<file path="src/rtl/uart_echo_responder_if.sv">
// Handshake bundle between the echo responder and the UART rx/tx pair.
// master: the echo responder. slave: the rx_module/tx_module side.
interface uart_echo_responder_if #(
   parameter int FIFO_AW = 2
);
   logic                 Rx_Done_Sig;
   logic [7:0]           Rx_Data;
   logic                 Rx_En_Sig;
   logic                 Tx_Done_Sig;
   logic                 Tx_En_Sig;
   logic [7:0]           Tx_Data;
   logic [FIFO_AW:0]     Fifo_Count;
   logic                 Overflow_Sig;

   modport master (
      input  Rx_Done_Sig, Rx_Data, Tx_Done_Sig,
      output Rx_En_Sig, Tx_En_Sig, Tx_Data, Fifo_Count, Overflow_Sig
   );

   modport slave (
      output Rx_Done_Sig, Rx_Data, Tx_Done_Sig,
      input  Rx_En_Sig, Tx_En_Sig, Tx_Data, Fifo_Count, Overflow_Sig
   );
endinterface

</file>
<file path="src/rtl/uart_echo_responder.sv">
// uart_echo_responder: buffers bytes from rx_module in a small circular FIFO
// and replays them in order to tx_module using the hold-until-done handshake.
// Optional macro ECHO_UPPERCASE_EN: lowercase ASCII is converted to uppercase
// as each byte is loaded into Tx_Data (FIFO contents are never altered).
module uart_echo_responder #(
   parameter int FIFO_AW = 2
) (
   input  logic                   CLK,
   input  logic                   RST_n,
   uart_echo_responder_if.master  bus
);
   localparam int               DEPTH     = 2 ** FIFO_AW;
   localparam logic [FIFO_AW:0] DEPTH_CNT = (FIFO_AW + 1)'(DEPTH);

   typedef enum logic [1:0] {IDLE, SEND, GAP} state_t;

   state_t               state_reg, state_next;
   logic [7:0]           mem [DEPTH];
   logic [FIFO_AW-1:0]   rd_ptr_reg, wr_ptr_reg;
   logic [FIFO_AW:0]     count_reg;
   logic                 tx_en_reg, tx_en_next;
   logic [7:0]           tx_data_reg, tx_data_next;
   logic                 overflow_reg;
   logic                 full, push, pop;

`ifdef ECHO_UPPERCASE_EN
   function automatic logic [7:0] echo_xform(input logic [7:0] b);
      if (b >= 8'h61 && b <= 8'h7A)
         return b - 8'h20;
      return b;
   endfunction
`else
   function automatic logic [7:0] echo_xform(input logic [7:0] b);
      return b;
   endfunction
`endif

   assign full = (count_reg == DEPTH_CNT);
   // A pop in the same cycle frees the slot, so a push at full is still accepted.
   assign push = bus.Rx_Done_Sig && (!full || pop);

   assign bus.Rx_En_Sig    = !full;
   assign bus.Tx_En_Sig    = tx_en_reg;
   assign bus.Tx_Data      = tx_data_reg;
   assign bus.Fifo_Count   = count_reg;
   assign bus.Overflow_Sig = overflow_reg;

   // FIFO storage write; left unreset so it maps onto plain RAM.
   always_ff @(posedge CLK) begin
      if (push)
         mem[wr_ptr_reg] <= bus.Rx_Data;
   end

   // FIFO pointers, occupancy count and sticky overflow flag.
   always_ff @(posedge CLK) begin
      if (!RST_n) begin
         rd_ptr_reg   <= '0;
         wr_ptr_reg   <= '0;
         count_reg    <= '0;
         overflow_reg <= 1'b0;
      end else begin
         if (push)
            wr_ptr_reg <= wr_ptr_reg + FIFO_AW'(1);
         if (pop)
            rd_ptr_reg <= rd_ptr_reg + FIFO_AW'(1);
         case ({push, pop})
            2'b10:   count_reg <= count_reg + (FIFO_AW + 1)'(1);
            2'b01:   count_reg <= count_reg - (FIFO_AW + 1)'(1);
            default: count_reg <= count_reg;
         endcase
         if (bus.Rx_Done_Sig && full && !pop)
            overflow_reg <= 1'b1;
      end
   end

   // Transmit FSM state and registered handshake outputs.
   always_ff @(posedge CLK) begin
      if (!RST_n) begin
         state_reg   <= IDLE;
         tx_en_reg   <= 1'b0;
         tx_data_reg <= 8'h00;
      end else begin
         state_reg   <= state_next;
         tx_en_reg   <= tx_en_next;
         tx_data_reg <= tx_data_next;
      end
   end

   // Next-state logic: load the FIFO head in IDLE, hold through SEND, one GAP cycle.
   always_comb begin
      state_next   = state_reg;
      tx_en_next   = tx_en_reg;
      tx_data_next = tx_data_reg;
      pop          = 1'b0;
      case (state_reg)
         IDLE: begin
            if (count_reg != '0) begin
               pop          = 1'b1;
               tx_data_next = echo_xform(mem[rd_ptr_reg]);
               tx_en_next   = 1'b1;
               state_next   = SEND;
            end
         end
         SEND: begin
            if (bus.Tx_Done_Sig) begin
               tx_en_next = 1'b0;
               state_next = GAP;
            end
         end
         GAP: begin
            tx_en_next = 1'b0;
            state_next = IDLE;
         end
         default: begin
            tx_en_next = 1'b0;
            state_next = IDLE;
         end
      endcase
   end
endmodule

</file>
<file path="src/flat_wrapper.sv">
// flat-port wrapper written by rule: the top's interface ports become plain ports
module uart_echo_responder_flat 
#(
   parameter int FIFO_AW = 2
)
  (CLK, RST_n, bus_Rx_Done_Sig, bus_Rx_Data, bus_Tx_Done_Sig, bus_Rx_En_Sig, bus_Tx_En_Sig, bus_Tx_Data, bus_Fifo_Count, bus_Overflow_Sig);
  uart_echo_responder_if #(.FIFO_AW(FIFO_AW)) bus_i ();
  input  logic CLK;
  input  logic RST_n;
  input wire logic [$bits(bus_i.Rx_Done_Sig)-1:0] bus_Rx_Done_Sig;
  input wire logic [$bits(bus_i.Rx_Data)-1:0] bus_Rx_Data;
  input wire logic [$bits(bus_i.Tx_Done_Sig)-1:0] bus_Tx_Done_Sig;
  output wire logic [$bits(bus_i.Rx_En_Sig)-1:0] bus_Rx_En_Sig;
  output wire logic [$bits(bus_i.Tx_En_Sig)-1:0] bus_Tx_En_Sig;
  output wire logic [$bits(bus_i.Tx_Data)-1:0] bus_Tx_Data;
  output wire logic [$bits(bus_i.Fifo_Count)-1:0] bus_Fifo_Count;
  output wire logic [$bits(bus_i.Overflow_Sig)-1:0] bus_Overflow_Sig;
  assign bus_i.Rx_Done_Sig = bus_Rx_Done_Sig;
  assign bus_i.Rx_Data = bus_Rx_Data;
  assign bus_i.Tx_Done_Sig = bus_Tx_Done_Sig;
  assign bus_Rx_En_Sig = bus_i.Rx_En_Sig;
  assign bus_Tx_En_Sig = bus_i.Tx_En_Sig;
  assign bus_Tx_Data = bus_i.Tx_Data;
  assign bus_Fifo_Count = bus_i.Fifo_Count;
  assign bus_Overflow_Sig = bus_i.Overflow_Sig;
  uart_echo_responder #(.FIFO_AW(FIFO_AW)) u_core (.CLK(CLK), .RST_n(RST_n), .bus(bus_i));
endmodule
</file>
<file path="config.mk">
export PLATFORM = sky130hd
export DESIGN_NAME = uart_echo_responder_flat
export DESIGN_NICKNAME = d
export VERILOG_FILES = /design/src/rtl/uart_echo_responder_if.sv /design/src/rtl/uart_echo_responder.sv /design/src/flat_wrapper.sv
export SDC_FILE = /design/constraint.sdc
export NUM_CORES = 1
export LEC_CHECK = 0
export ABC_AREA = 1
export CORE_MARGIN = 8
export CORE_UTILIZATION = 45
export CTS_CLUSTER_DIAMETER = 60
export CTS_CLUSTER_SIZE = 30
export DETAILED_ROUTE_END_ITERATION = 10
export DONT_BUFFER_PORTS = 1
export PLACE_DENSITY_LB_ADDON = 0.12
export SLEW_MARGIN = 25
export SYNTH_ARGS = -nofsm -noshare
export SYNTH_HDL_FRONTEND = slang
export SYNTH_SLANG_ARGS = --single-unit
export TNS_END_PERCENT = 100
</file>
<file path="constraint.sdc">
create_clock -name CLK -period 3.09 [get_ports CLK]
set_input_delay 0.7725 -clock CLK [delete_from_list [all_inputs] [get_ports CLK]]
set_output_delay 0.7725 -clock CLK [all_outputs]
set_load 0.02 [all_outputs]
</file>
== Yosys cells after proc, flatten, opt, wreduce, memory -nomap -nowiden ==
Memories as Yosys holds them, arrays and structs flattened. A register that Yosys moved wholly into a read port is not among the register bits.
Cells that the tools add are included.
Word-level totals
  flip-flop bits (word level): 11
  latch bits: 0
  memory bits (writable): 32
  ROM bits: 0
  logic and storage cells: 40
  memories: 1
Cells by class
  add/sub/neg operators: 4
  multipliers: 0
  divide/modulo/power cells: 0
  order comparisons: 0
  eq/ne operators: 6
  shift operators: 0
  mux-type cells: 11
  bitwise gates (word level): 0
  reductions and logical operators: 12
Memory list
  u_core.mem: depth 4, width 8, read ports 1, clocked after memory_dff 1, write ports 1, RTL line uart_echo_responder.sv:18  | logic [7:0] mem [DEPTH];
Operators with widths (count)
  2-to-1 mux 1 bit: 6
  one-hot mux 3 bit (2 select lines): 1
  adder 2 x 1 -> 2 bit, second input constant: 2
  == test 2 x 1 -> 1 bit, second input constant: 2
  2-to-1 mux 2 bit: 2
  one-hot mux 2 bit (2 select lines): 1
  AND reduction 2 bit: 2
  adder 3 x 1 -> 3 bit, second input constant: 1
  == test 3 bit, second input constant: 1
  logical AND 1 bit: 3
  zero test 1 bit: 3
  nonzero test 3 bit: 1
  subtractor 3 x 1 -> 3 bit, second input constant: 1
  == test 2 bit, second input constant: 1
  zero test 2 bit: 1
  inequality test 2 x 1 -> 1 bit, second input constant: 1
  inequality test 2 bit, second input constant: 1
  one-hot mux 1 bit (2 select lines): 1
  nonzero test 2 bit: 1
  logical OR 1 bit: 1

== Logic depth before layout (Yosys ltp) ==
Gate-level depths: netlist (run 1).
  word-level depth: 7
  gate-level depth with buffers: 10
  depth with buffers taken out: 10

== Least setup slack after synthesis (run 1) ==
OpenSTA, ideal clock, no wires.
  kind: in2reg
  start: in bus_Rx_Done_Sig
  end: reg u_core.count_reg[2], in the netlist u_core.bus.Fifo_Count[2]
  setup time: 0.115 ns
  arrival time: 1.622 ns
  slack: 1.353 ns
  stages on the path: 7
  cell sequence: inv_1 > nand2_2 > fa_1 > inv_1 > nand4_1 > a21oi_1 > nor2_1
Between the ends
  cells in the longest elaborated chain, start to end: 3
  elaborated cells on any way between the ends: 5
Ends and longest elaborated chain
  start, declared: RTL line flat_wrapper.sv:10  | input wire logic [$bits(bus_i.Rx_Done_Sig)-1:0] bus_Rx_Done_Sig;
  logical AND 1 bit (*): RTL line uart_echo_responder.sv:40  | assign push = bus.Rx_Done_Sig && (!full || pop);
  == test 2 x 1 -> 1 bit / == test 2 bit (equally long branches): RTL line uart_echo_responder.sv:66  | case ({push, pop})
  one-hot mux 3 bit (2 select lines) / nonzero test 2 bit (equally long branches)
  end signal, assigned: RTL line uart_echo_responder.sv:67  | 2'b10: count_reg <= count_reg + (FIFO_AW + 1)'(1);
  end signal, assigned: RTL line uart_echo_responder.sv:68  | 2'b01: count_reg <= count_reg - (FIFO_AW + 1)'(1);
  end signal, assigned: RTL line uart_echo_responder.sv:69  | default: count_reg <= count_reg;
  end, declared: RTL line uart_echo_responder.sv:20  | logic [FIFO_AW:0] count_reg;
Mark *: on every way between the ends. The rest lies on a longest branch, timed or not.
A chain may end at the register's enable or synchronous reset.

== Worst setup path after layout (run 1) ==
  start: reg u_core.count_reg[0], in the netlist u_core.bus.Fifo_Count[0]
  end: reg u_core.count_reg[2], in the netlist u_core.bus.Fifo_Count[2]
Between the ends
  cells in the longest elaborated chain, start to end: 7
  elaborated cells on any way between the ends: 13
Ends and longest elaborated chain
  nonzero test 3 bit: RTL line uart_echo_responder.sv:97  | if (count_reg != '0) begin
  2-to-1 mux 1 bit: RTL line uart_echo_responder.sv:97
  2-to-1 mux 1 bit: RTL line uart_echo_responder.sv:95  | case (state_reg)
  logical OR 1 bit: RTL line uart_echo_responder.sv:40
  logical AND 1 bit: RTL line uart_echo_responder.sv:40
  == test 2 x 1 -> 1 bit / == test 2 bit (equally long branches): RTL line uart_echo_responder.sv:66
  one-hot mux 3 bit (2 select lines) / nonzero test 2 bit (equally long branches)
Several ways; a longest one is shown, not always the timed one.

==> impl_metrics.toml, run 1 <==
[grt]
antenna_found_initial = 0
grt_use_total_pct = 12.3
grt_pass1_vias = 1444
grt_max_degree = 20
grt_overflow_total = 0
grt_pass1_wl_um = 6970

[clock_network]
clkSinkCount = 51
cts_buffers = 5
clockBufferDepth = 2
cts.clk_slew.worst_paths_ps = 90
cts_root_buf = "clkbuf_8"
cts_tree = "yes"
cts_hold_buf = 0
clkLatencyLatePin_ps = 300
htreeDepth = 2
cts_setup_buffers = 0
ctsResizeCount = 0

[yosys]
ys_seq_area_share_pct = 65.6
synth.avg_cell_area_um2 = 10.8
yosys.area.top_type = "edfxtp_1"
syn_inst = 189
synth_seq_cells = 51
netlist-cell-type-count = 24
yosys-top-cells-area = "edfxtp_1 (47%), dfxtp_1 (19%), nor2_1 (7.9%)"
syn-cell-area_um2 = 2040
ys_warn_count = 0
yosys.area.top_type_share_pct = 47.0
syn-num-nets = 206

[place]
hpwl_um = 2780
place_inst = 235
gp_congestion = 0.795
io_buffers = 0

[worst_setup_path]
critPathLaunchType = "flip-flop"
arrival_ps = 2400
rrSetupSlack_ps = 930
cp-end-kind = "flip-flop"
cp_cell_sequence = "nor2_4, a21oi_4, nand2_2, fa_1, inv_1, nand4_1, nand3_1, nand2_1, nor2_1"
r2r-end = "u_core.bus.Fifo_Count[2]$_SDFFE_PN0P_"
max_stage_delay_ps = 530
critPathKind = "reg2reg"
crit_path_top_delay_cell = "dfxtp_1"
r2r_start = "u_core.bus.Fifo_Count[0]$_SDFFE_PN0P_"
crit_fanout = 19
cp_data_required_time_ps = 3320
r2r_cells = 9

[drt]
vias = 1326
drt-pass1-iter-count = 4
drc = 0
wire_per_inst_um = 17.1
viasPerCell = 5.46
drtIter0Drc = 99
totalWireLength_um = 4150
ant_nets = 0

[power_and_ir_drop]
combPwrFrac_pct = 27.3
switchingPower_w = 0.000771
peakVddDrop_v = 0.000356
switching_share_pct = 38.1
p_leak_nw = 0.793
clock_power_share_pct = 22.2
p_int_w = 0.00126
fin_total_pwr_w = 0.00203
powerDensity_nw_per_um2 = 930
seq_power_share_pct = 50.5

[die]
fp.dieH_um = 83.4
core-area_um2 = 4350
die_w_um = 83.4
io_pins = 26
fp.dieArea_um2 = 6950
num_rows = 24
start_util_pct = 46.9

[finish]
n_fill_cell = 389
final_util_pct = 50.1
final_cells = 243
layout-drive-gt1-share_pct = 6.81
fin_nets = 207
area_growth_pct = 6.67
layout_common_cells = "nor2_1 (43), edfxtp_1 (32), o21ai_0 (27)"
regMostFlops = "u_core.mem"
largest_reg_flops = 32
layout_commonest_cell = "nor2_1"
diodes = 0

[sta]
maxSlewViolCount = 0
fin_crit_ps = 2160
max_freq_mhz = 462
fin_setup_tns_ps = 0
setup_viol = 0
rsz0062_at_grt = "false"
hold_viol = 0
skew_ps = 5.87
maxSlewHeadroom_pct = 39.1
tightest_slew_ps = 910
finalCritPeriodShare_pct = 70.0

[worst_hold_path]
hold_path.class = "reg2reg"
hold_depth = 1
hold_path.startpoint = "u_core.state_reg[1]$_SDFFE_PN0P_"
min_to = "u_core.state_reg[1]$_SDFFE_PN0P_"

[outcome]
status = "completed"

[flow_run]
cap_violations = 0
## synth_stat cells
library cell,number
o21ai_0,27
a31oi_1,8
a21oi_4,1
buf_2,4
edfxtp_1,32
clkbuf_1,1
inv_2,1
ha_1,4
inv_1,17
o21ai_1,3
fa_1,1
nand2_2,3
o21ai_4,1
clkinv_1,1
nand3b_1,1
nand4_1,1
dfxtp_1,19
nor2_4,1
a21oi_1,8
nand2_1,7
nand3_1,3
nor4_1,1
nor2_1,43
buf_6,1
## through the flow
stage	hold WS, ps	area [um2]	worst slack [ps]
6_report	431	2180	927
5_1_grt	460	2180	772
4_1_cts	436	2180	978
3_5_place_dp	423	2070	994
3_3_place_gp	406	2070	1050
2_1_floorplan	399	2040	1350
## worst max-delay path by stage
stage                                          startpoint                                     to  slack, ps  depth (start not counted)
floorplan                                 bus_Rx_Done_Sig  u_core.bus.Fifo_Count[2]$_SDFFE_PN0P_       1350                          7
global placement    u_core.bus.Fifo_Count[0]$_SDFFE_PN0P_             u_core.mem[2][0]$_DFFE_PP_       1050                          4
detailed placement  u_core.bus.Fifo_Count[0]$_SDFFE_PN0P_  u_core.bus.Fifo_Count[2]$_SDFFE_PN0P_        990                          8
CTS                 u_core.bus.Fifo_Count[0]$_SDFFE_PN0P_  u_core.bus.Fifo_Count[2]$_SDFFE_PN0P_        980                          9
global route        u_core.bus.Fifo_Count[0]$_SDFFE_PN0P_  u_core.bus.Fifo_Count[2]$_SDFFE_PN0P_        770                          9
finish              u_core.bus.Fifo_Count[0]$_SDFFE_PN0P_  u_core.bus.Fifo_Count[2]$_SDFFE_PN0P_        930                          9
## cell families (layout without fill, tap and decap cells)
logic type	count (synthesis)	count (layout)	synth area share, %
AND/OR/NAND/NOR	60	60	12.4
flip-flops	51	51	65.6
AO/OA/AOI/OAI	48	48	13.4
buffers and inverters	25	27	5.20
adder cells (fa/ha/maj)	5	5	3.43
## layout make-up
class	instances	area (um2)	area share [%]
clock buffers	7	76.3	3.50
clock inverters	1	30.0	1.38
inverters	19	71.3	3.27
multi-input cells	113	596	27.3
flip-flops and latches	51	1340	61.5
well taps	52	65.1	2.99
## metal layers
layer / global-route usage, % / share of wire [%]
met1: 13.0 / 41
met3: 4.10 / 6.3
met4: 7.19 / 2.8
met5: 0 / 0
met2: 20.9 / 50
## critical path, delay by kind of cell (launching register included)
family | cells | cell delay, ps
flops | 1 | 530
compound gates | 1 | 450
fa+ha+maj | 1 | 410
buf+inv | 1 | 70
simple gates | 6 | 650
## power groups by stage
stage / Clock [W] / Combinational, W / Sequential, W
after global routing: 0.000489 / 0.000630 / 0.00105
after global placement: 0 / 0.000521 / 0.00104
final: 0.000450 / 0.000553 / 0.00102
after detailed placement: 0 / 0.000548 / 0.00105
after floorplan: 0 / 0.000493 / 0.000980
after CTS: 0.000463 / 0.000551 / 0.00103
(Power assumes the default switching activity.)
==> inputs of run 2 (changes only) <==
clock period = 1.8 ns   (was 3.09 ns; I/O delays follow)
==> run 2 against run 1 <==
Net effect:
- via count fell by 2.0%
- largest cell class unchanged
- critical path depth fell by 4
- routed wire length down 3.8%
- clock skew about the same
- critical path type unchanged
- die area did not move
- first-iteration DRC count down 28%
- utilization rose by 1.8 points
- global-route usage shrank 0.83 points
- total power rose by 77%
- sequential share of layout area shrank 2.1 points
- fmax rose by 31%
==> impl_metrics.toml, run 2 (synthesis gave the netlist of run 1 again) <==
[drt]
drc = 0
viasPerCell = 5.15
totalWireLength_um = 3990
wire_per_inst_um = 15.8
ant_nets = 0
drtIter0Drc = 71
drt-pass1-iter-count = 4
vias = 1299

[finish]
area_growth_pct = 10.5
multiInputGateArea_um2 = 603
final_cells = 252
layout-drive-gt1-share_pct = 13.0
layout_commonest_cell = "nor2_1"
layout_common_cells = "nor2_1 (41), edfxtp_1 (32), o21ai_0 (27)"
regArea_um2 = 1340
largest_reg_flops = 32
fin_nets = 217
regMostFlops = "u_core.mem"
diodes = 0
n_fill_cell = 385

[power_and_ir_drop]
powerDensity_nw_per_um2 = 1590
peakVddDrop_v = 0.000537
p_leak_nw = 0.841

[clock_network]
clockBufferDepth = 2
clkLatencyLatePin_ps = 290
cts_tree = "yes"
clkSinkCount = 51
cts_hold_buf = 0
cts_root_buf = "clkbuf_8"
cts_buffers = 5
cts.clk_slew.worst_paths_ps = 80
htreeDepth = 2

[sta]
max_freq_mhz = 604
hold_viol = 0
rsz0062_at_grt = "false"
maxSlewHeadroom_pct = 48.0
skew_ps = 6.19
tightest_slew_ps = 777
finalCritPeriodShare_pct = 92.0
fin_crit_ps = 1660
fin_setup_tns_ps = 0
setup_viol = 0
maxSlewViolCount = 0

[place]
place_inst = 245
gp_congestion = 0.785
io_buffers = 0
hpwl_um = 2680

[die]
fp.dieArea_um2 = 6950
io_pins = 26
core-area_um2 = 4350
die_w_um = 83.4
num_rows = 24
start_util_pct = 46.9
fp.dieH_um = 83.4

[grt]
grt_use_total_pct = 11.5
grt_pass1_wl_um = 6400
grt_pass1_vias = 1268
grt_max_degree = 19
grt_overflow_total = 0
antenna_found_initial = 0

[worst_setup_path]
critPathKind = "reg2reg"
arrival_ps = 1580
cp-end-kind = "flip-flop"
critPathLaunchType = "flip-flop"
cp_data_required_time_ps = 1730
crit_fanout = 8

[outcome]
status = "completed"

[worst_hold_path]
hold_path.class = "in2reg"

[flow_run]
cap_violations = 0
[run 2: routing by layer]
layer	track usage (%)	wire length [um]	vias up
met1	12.3	1710	601
li1	-	-	662
met4	4.15	15	0
met5	0	0	-
met3	4.79	288	2
met2	19.8	1980	34
[run 2: repair_timing]
action                                  CTS  global route
buffers inserted                          0             0
gates resized for setup                   0             3
endpoints found under the setup margin    0            17
[run 2: worst paths after layout]
check	end	slack, ps	start	cells past startpoint
hold / removal	u_core.mem[3][1]$_DFFE_PP_	250	bus_Rx_Data[1]	0
setup reg to reg	u_core.mem[3][6]$_DFFE_PP_	140	u_core.state_reg[0]$_SDFFE_PN0P_	5
setup / recovery	u_core.mem[3][6]$_DFFE_PP_	140	u_core.state_reg[0]$_SDFFE_PN0P_	5
hold reg to reg	u_core.state_reg[1]$_SDFFE_PN0P_	430	u_core.state_reg[1]$_SDFFE_PN0P_	1
[run 2: worst max-delay path, stage by stage (launching register included)]
cell and delay (ps):
dfxtp_1 320, inv_1 70, nand2_1 70, inv_1 120
o21ai_4 100, nor2_1 600
[run 2: report_power, final]
part	internal (W)	switching [W]	leakage, nW
combinational	0.000414	0.000777	0.339
sequential	0.00145	0.000210	0.451
clock	0.000407	0.000328	0.0513
total	0.00227	0.00132	0.841
[run 2: per-stage QoR]
step | instance area, um2 | power, W | hold slack (ps) | util, % | setup slack [ps]
3_5_place_dp | 2150 | 0.00288 | 416 | 49.3 | 47.9
3_3_place_gp | 2150 | 0.00284 | 406 | 49.3 | 63.6
4_1_cts | 2250 | 0.00361 | 236 | 51.7 | 30.9
2_1_floorplan | 2040 | 0.00253 | 399 | - | 85.5
5_1_grt | 2260 | 0.00382 | 228 | 51.9 | 26.1
6_report | 2260 | 0.00358 | 246 | 51.9 | 145
[run 2: final cells by class]
class	instances	share of cell area, %
Clock buffer	6	3.21
Inverter	19	3.16
Multi-Input combinational cell	113	26.7
Sequential cell	51	59.4
Tap cell	52	2.88
Clock inverter	1	1.33
Timing Repair Buffer	10	3.32
